--- src/rtl/aes_pipe_sched.sv ---
// Round-robin scheduler and key controller that shares one pipelined AES-128 core among NREQ requesters.
// A {valid,id} tag pipe that matches the core latency routes each ciphertext back to the requester that issued it.
module aes_pipe_sched #(
    parameter int NREQ = 4,
    parameter int LAT  = 11,
    parameter int IDW  = 2
) (
    input  logic                  clk,
    input  logic                  rst,
    input  logic [NREQ-1:0]       req_valid,
    input  logic [NREQ*128-1:0]   req_data,
    output logic [NREQ-1:0]       req_ready,
    input  logic [127:0]          key_in,
    input  logic                  key_load_valid,
    output logic                  key_load_ready,
    output logic [127:0]          aes_state,
    output logic [127:0]          aes_key,
    input  logic [127:0]          aes_out,
    output logic [NREQ-1:0]       rsp_valid,
    output logic [127:0]          rsp_data,
    output logic                  busy
);
    localparam int IW = (IDW < 1) ? 1 : IDW;
    localparam int CW = $clog2(LAT + 2);

    typedef enum logic [1:0] {RUN = 2'd0, DRAIN = 2'd1, LOAD = 2'd2} state_t;

    state_t          r_state;
    state_t          w_state_next;
    logic [IW-1:0]   r_ptr;
    logic [IW-1:0]   r_issue_id;
    logic            r_issue_v;
    logic [LAT-1:0]  r_tag_v;
    logic [IW-1:0]   r_tag_id [LAT];
    logic [CW-1:0]   r_inflight;

    logic [IW-1:0]   w_gid;
    logic [IW-1:0]   w_idx;
    logic            w_found;
    logic            w_grant_ok;
    logic            w_xfer;
    logic [127:0]    w_req_arr [NREQ];

    genvar gi;
    generate
        for (gi = 0; gi < NREQ; gi++) begin : g_req
            assign w_req_arr[gi] = req_data[128*gi +: 128];
            assign req_ready[gi] = w_xfer && (w_gid == IW'(gi));
            assign rsp_valid[gi] = r_tag_v[LAT-1] && (r_tag_id[LAT-1] == IW'(gi));
        end
    endgenerate

    // Search starts one past the last winner, so a lone requester can win back-to-back.
    always_comb begin
        w_found = 1'b0;
        w_gid   = r_ptr;
        w_idx   = r_ptr;
        for (int k = 1; k <= NREQ; k++) begin
            w_idx = IW'((int'(r_ptr) + k) % NREQ);
            if (!w_found && req_valid[w_idx]) begin
                w_found = 1'b1;
                w_gid   = w_idx;
            end
        end
    end

    always_ff @(posedge clk or posedge rst) begin
        if (rst) begin
            r_state <= RUN;
        end else begin
            r_state <= w_state_next;
        end
    end

    always_comb begin
        w_state_next = r_state;
        case (r_state)
            RUN:     if (key_load_valid) w_state_next = DRAIN;
            DRAIN:   if (r_inflight == '0) w_state_next = LOAD;
            LOAD:    w_state_next = RUN;
            default: w_state_next = RUN;
        endcase
    end

    always_comb begin
        w_grant_ok     = (r_state == RUN) && !key_load_valid && !rst;
        key_load_ready = (r_state == LOAD);
        busy           = (r_inflight != '0) || (r_state != RUN);
    end

    assign w_xfer   = w_grant_ok && w_found;
    assign rsp_data = aes_out;

    always_ff @(posedge clk or posedge rst) begin
        if (rst) begin
            r_ptr      <= IW'(NREQ - 1);
            r_issue_v  <= 1'b0;
            r_issue_id <= '0;
            aes_state  <= '0;
        end else begin
            r_issue_v <= w_xfer;
            if (w_xfer) begin
                r_issue_id <= w_gid;
                r_ptr      <= w_gid;
                aes_state  <= w_req_arr[w_gid];
            end
        end
    end

    always_ff @(posedge clk or posedge rst) begin
        if (rst) begin
            aes_key <= '0;
        end else if (r_state == LOAD) begin
            aes_key <= key_in;
        end
    end

    // Tag pipe never stalls: it tracks the core's fixed latency one-for-one.
    always_ff @(posedge clk or posedge rst) begin
        if (rst) begin
            r_tag_v <= '0;
            for (int k = 0; k < LAT; k++) r_tag_id[k] <= '0;
        end else begin
            r_tag_v[0]  <= r_issue_v;
            r_tag_id[0] <= r_issue_id;
            for (int k = 1; k < LAT; k++) begin
                r_tag_v[k]  <= r_tag_v[k-1];
                r_tag_id[k] <= r_tag_id[k-1];
            end
        end
    end

    // Counted from the accept edge until the result leaves the last tag stage.
    always_ff @(posedge clk or posedge rst) begin
        if (rst) begin
            r_inflight <= '0;
        end else begin
            case ({w_xfer, r_tag_v[LAT-1]})
                2'b10:   r_inflight <= r_inflight + 1'b1;
                2'b01:   r_inflight <= r_inflight - 1'b1;
                default: r_inflight <= r_inflight;
            endcase
        end
    end
endmodule

--- config.mk ---
export PLATFORM = sky130hd
export DESIGN_NAME = aes_pipe_sched
export DESIGN_NICKNAME = d
export VERILOG_FILES = /design/src/rtl/aes_pipe_sched.sv
export SDC_FILE = /design/constraint.sdc
export NUM_CORES = 1
export LEC_CHECK = 0
export CAP_MARGIN = 10
export CORE_AREA = 2 2 455 457
export DETAILED_ROUTE_END_ITERATION = 8
export DIE_AREA = 0 0 457 459
export GPL_TIMING_DRIVEN = 0
export PLACE_DENSITY = 0.3
export SYNTH_ARGS = -nofsm -noshare
export SYNTH_HDL_FRONTEND = slang
export SYNTH_SLANG_ARGS = --single-unit
export TNS_END_PERCENT = 5
--- constraint.sdc ---
create_clock -name clk -period 20.5 [get_ports clk]
set_input_delay 4.1 -clock clk [delete_from_list [all_inputs] [get_ports clk]]
set_output_delay 4.1 -clock clk [all_outputs]
set_load 0.005 [all_outputs]
==> results.toml <==
[sta]
fin_crit_ns = 11.17
fin_crit_sh_pct = 54.5
hold_viol = 0
finalSetupViolCount = 0
timing.final.ws_setup_ns = 9.33
worstMarginPinSlew_ns = 1.00
fin_worst_skew_ns = 0.0333
fin_setup_tns_ns = 0
fmax_mhz = 89.5
slew_headroom_pct = 33.4
rsz0062_at_grt = "false"
maxSlewViolCount = 0

[worst_setup_path]
critPathLaunchType = "primary input"
cp_max_fo = 10
crit_family = "buffers and inverters"
critPathCaptureType = "output pin"
worstRegToRegCells = 8
crit_chain = "clkdlybuf4s50_1 -> nor4_2 -> o41ai_2 -> inv_2 -> clkbuf_1 -> nand2_1 -> nor2_1 -> clkdlybuf4s50_1"
cp.arrival_ns = 7.07
slowest_delay_ns = 0.67
crit_cells = 8
worstSetupPathType = "in2out"
slowest_stage = "nor4_2"
critPathRequiredTime_ns = 16.40
crit_buf_inv = 4
crit_top_cell = "clkdlybuf4s50_1"

[drt]
drt-pass1-iter-count = 5
vias = 16600
routedWlPerCell_um = 24.9
via_per_inst = 3.09
dr_wl_met3_um = 13800
route.met2.wl_um = 67000
top_layer_used = "met5"
ant_nets = 0
drc_errors = 0
wl_um = 133000
wl_met1_um = 47600
dr.first_iter.drc_count = 561

[global_routing]
gr-total-overflow = 0
grt.total_usage_pct = 12.2
grt_pass1_vias = 18000
antenna_found_initial = 56
grt_max_degree = 103
grt_pass1_wl_um = 172000

[yosys]
yosys_most_used_dff = "dfrtp_1"
synth.area.top_cells = "dfrtp_1 (44%), mux2_2 (12%), mux2i_1 (7.6%)"
synth_cells = 1515
ys_seq_area_share_pct = 43.9
yosys-top-cells-count = "dfrtp_1 (298), nand3_1 (257), mux2_2 (189)"
synth_edf_count = 0
synthArstFlopShare_pct = 100
syn_area_um2 = 17100
yosysMostFrequentCell = "dfrtp_1"
ys_ff_latch = 300
synth_top_area_share_pct = 43.6
synth_cell_types = 38
yosys.area.top_type = "dfrtp_1"
ys_warn_count = 0
synth_fp_nets = 2293
avgSynthCellArea_um2 = 11.3

[floorplan]
io_pins = 1169
coreArea_um2 = 206000
fp.dieH_um = 459
start_util_pct = 8.32
die_x_um = 457
die_area_um2 = 210000
rows = 167

[pwr]
ir_drop_v = 0.0000548
p_per_area_nw_per_um2 = 114
p_total_mw = 3.73
p_leak_nw = 12.7

[place]
post-place-ws_ns = 9.31
placed_area_um2 = 31000
portBuffers = 1040
dpl.hpwl_um = 112000
place_congestion = 0.786

[clocking]
htreeDepth = 2
cts_tree = "done"
numCtsBuffers = 47
cts_buffer_depth = 3
clock_latency_ns = 0.65
cts.clk_slew.worst_paths_ns = 0.07
cts_root_buffer = "clkbuf_16"
ctsResizeCount = 0
post_cts_buffers = 0
clkSinkCount = 300
cts_hold_buf = 0

[layout]
fin_nets = 3389
fillCellCount = 23100
drive_above_1_share_pct = 24.0
area_delta_synth_final_pct = 90.4
fin_area_um2 = 32600

[hold_path]
holdPathStages = 0
holdCritPathClass = "reg2reg"

[run]
maxCapViolCount = 0

[outcome]
status = "finished clean"
cell type report:
cell class | count | area [um^2] | share of cell area, %
multi-input combinational | 955 | 7890 | 24.2
inverter | 2 | 15.0 | 0.0461
tap | 2704 | 3380 | 10.4
antenna | 15 | 37.5 | 0.115
sequential | 300 | 7510 | 23.1
buffer | 258 | 1700 | 5.22
clock buffer | 73 | 1350 | 4.16
clock inverter | 7 | 136 | 0.419
timing repair buffer | 1047 | 10500 | 32.4
layout by cell type (no fill, tap or decap), types with 2 or more instances in the layout:
master,netlist,routed
clkbuf_1,21,38
buf_1,4,4
buf_16,0,3
xor2_1,4,4
nor3b_1,2,2
dfstp_2,2,2
nor2b_1,2,2
nor2_1,13,13
clkbuf_8,0,8
nand2b_1,2,2
nand3b_1,2,2
o211ai_2,68,68
bufinv_16,0,2
o211ai_1,60,60
mux2i_1,130,130
mux2_2,189,189
buf_8,0,2
clkinv_2,0,2
ha_1,3,3
a21oi_1,5,5
clkbuf_16,0,47
nand2_1,132,132
clkdlybuf4s50_1,0,1040
buf_2,78,78
or2_1,2,2
nand3_1,257,257
diode_2,0,15
and3_1,2,2
buf_4,141,141
dfrtp_1,298,298
and3b_1,2,2
mux2_4,68,68
buf_6,14,16
or3_1,2,2
final timing paths:
check | from | endpoint | slack, ns
hold / removal | r_tag_id[9] | r_tag_id[7] | 0.33
min in group asynchronous | rst | r_inflight[3] | 3.97
hold reg to reg | r_tag_id[9] | r_tag_id[7] | 0.33
max in group asynchronous | rst | aes_state[52] | 15.03
setup reg to reg | r_state[1] | aes_state[117] | 17.08
setup / recovery | rst | req_ready[0] | 9.33
metal layers:
layer	global-route usage [%]	up-vias
li1	-	7532
met1	12.8	7966
met2	21.8	828
met3	5.29	179
met4	4.23	70
met5	0	-
sequential cells by signal (all words and copies together), names as in the netlist:
name and count:
aes_key 128, aes_state 128, r_tag_id 22, r_tag_v 11
r_inflight 4, r_issue_id 2, r_ptr 2, r_state 2
r_issue_v 1
kinds of logic (layout without fill, tap and decap cells):
family | count (synthesis) | after routing | share of synthesized area [%]
buffers and inverters | 260 | 1387 | 9.98
muxes | 387 | 387 | 26.0
other | 0 | 15 | 0
AOI/OAI and AO/OA | 138 | 138 | 8.08
DFF | 300 | 300 | 43.9
adders and majority gates | 3 | 3 | 0.219
xor gates and xnor gates | 5 | 5 | 0.256
and+or+nand+nor | 422 | 422 | 11.5
stage by stage:
step / instances / hold WS [ns] / utilization [%]
2_1_floorplan: 1515 / 0.331 / -
4_1_cts: 5346 / 0.334 / 15.8
5_1_grt: 5351 / 0.353 / 15.8
6_report: 5361 / 0.332 / 15.8
3_5_place_dp: 5266 / 0.335 / 15.1
3_3_place_gp: 5259 / 0.333 / 15.0
where the power goes:
group / switching, mW / internal (mW) / leakage, nW
combinational: 0.916 / 0.954 / 8.26
sequential: 0.165 / 0.867 / 3.70
clock: 0.348 / 0.478 / 0.722
total: 1.43 / 2.30 / 12.7
No activity file was read; power rests on OpenSTA's default activity.
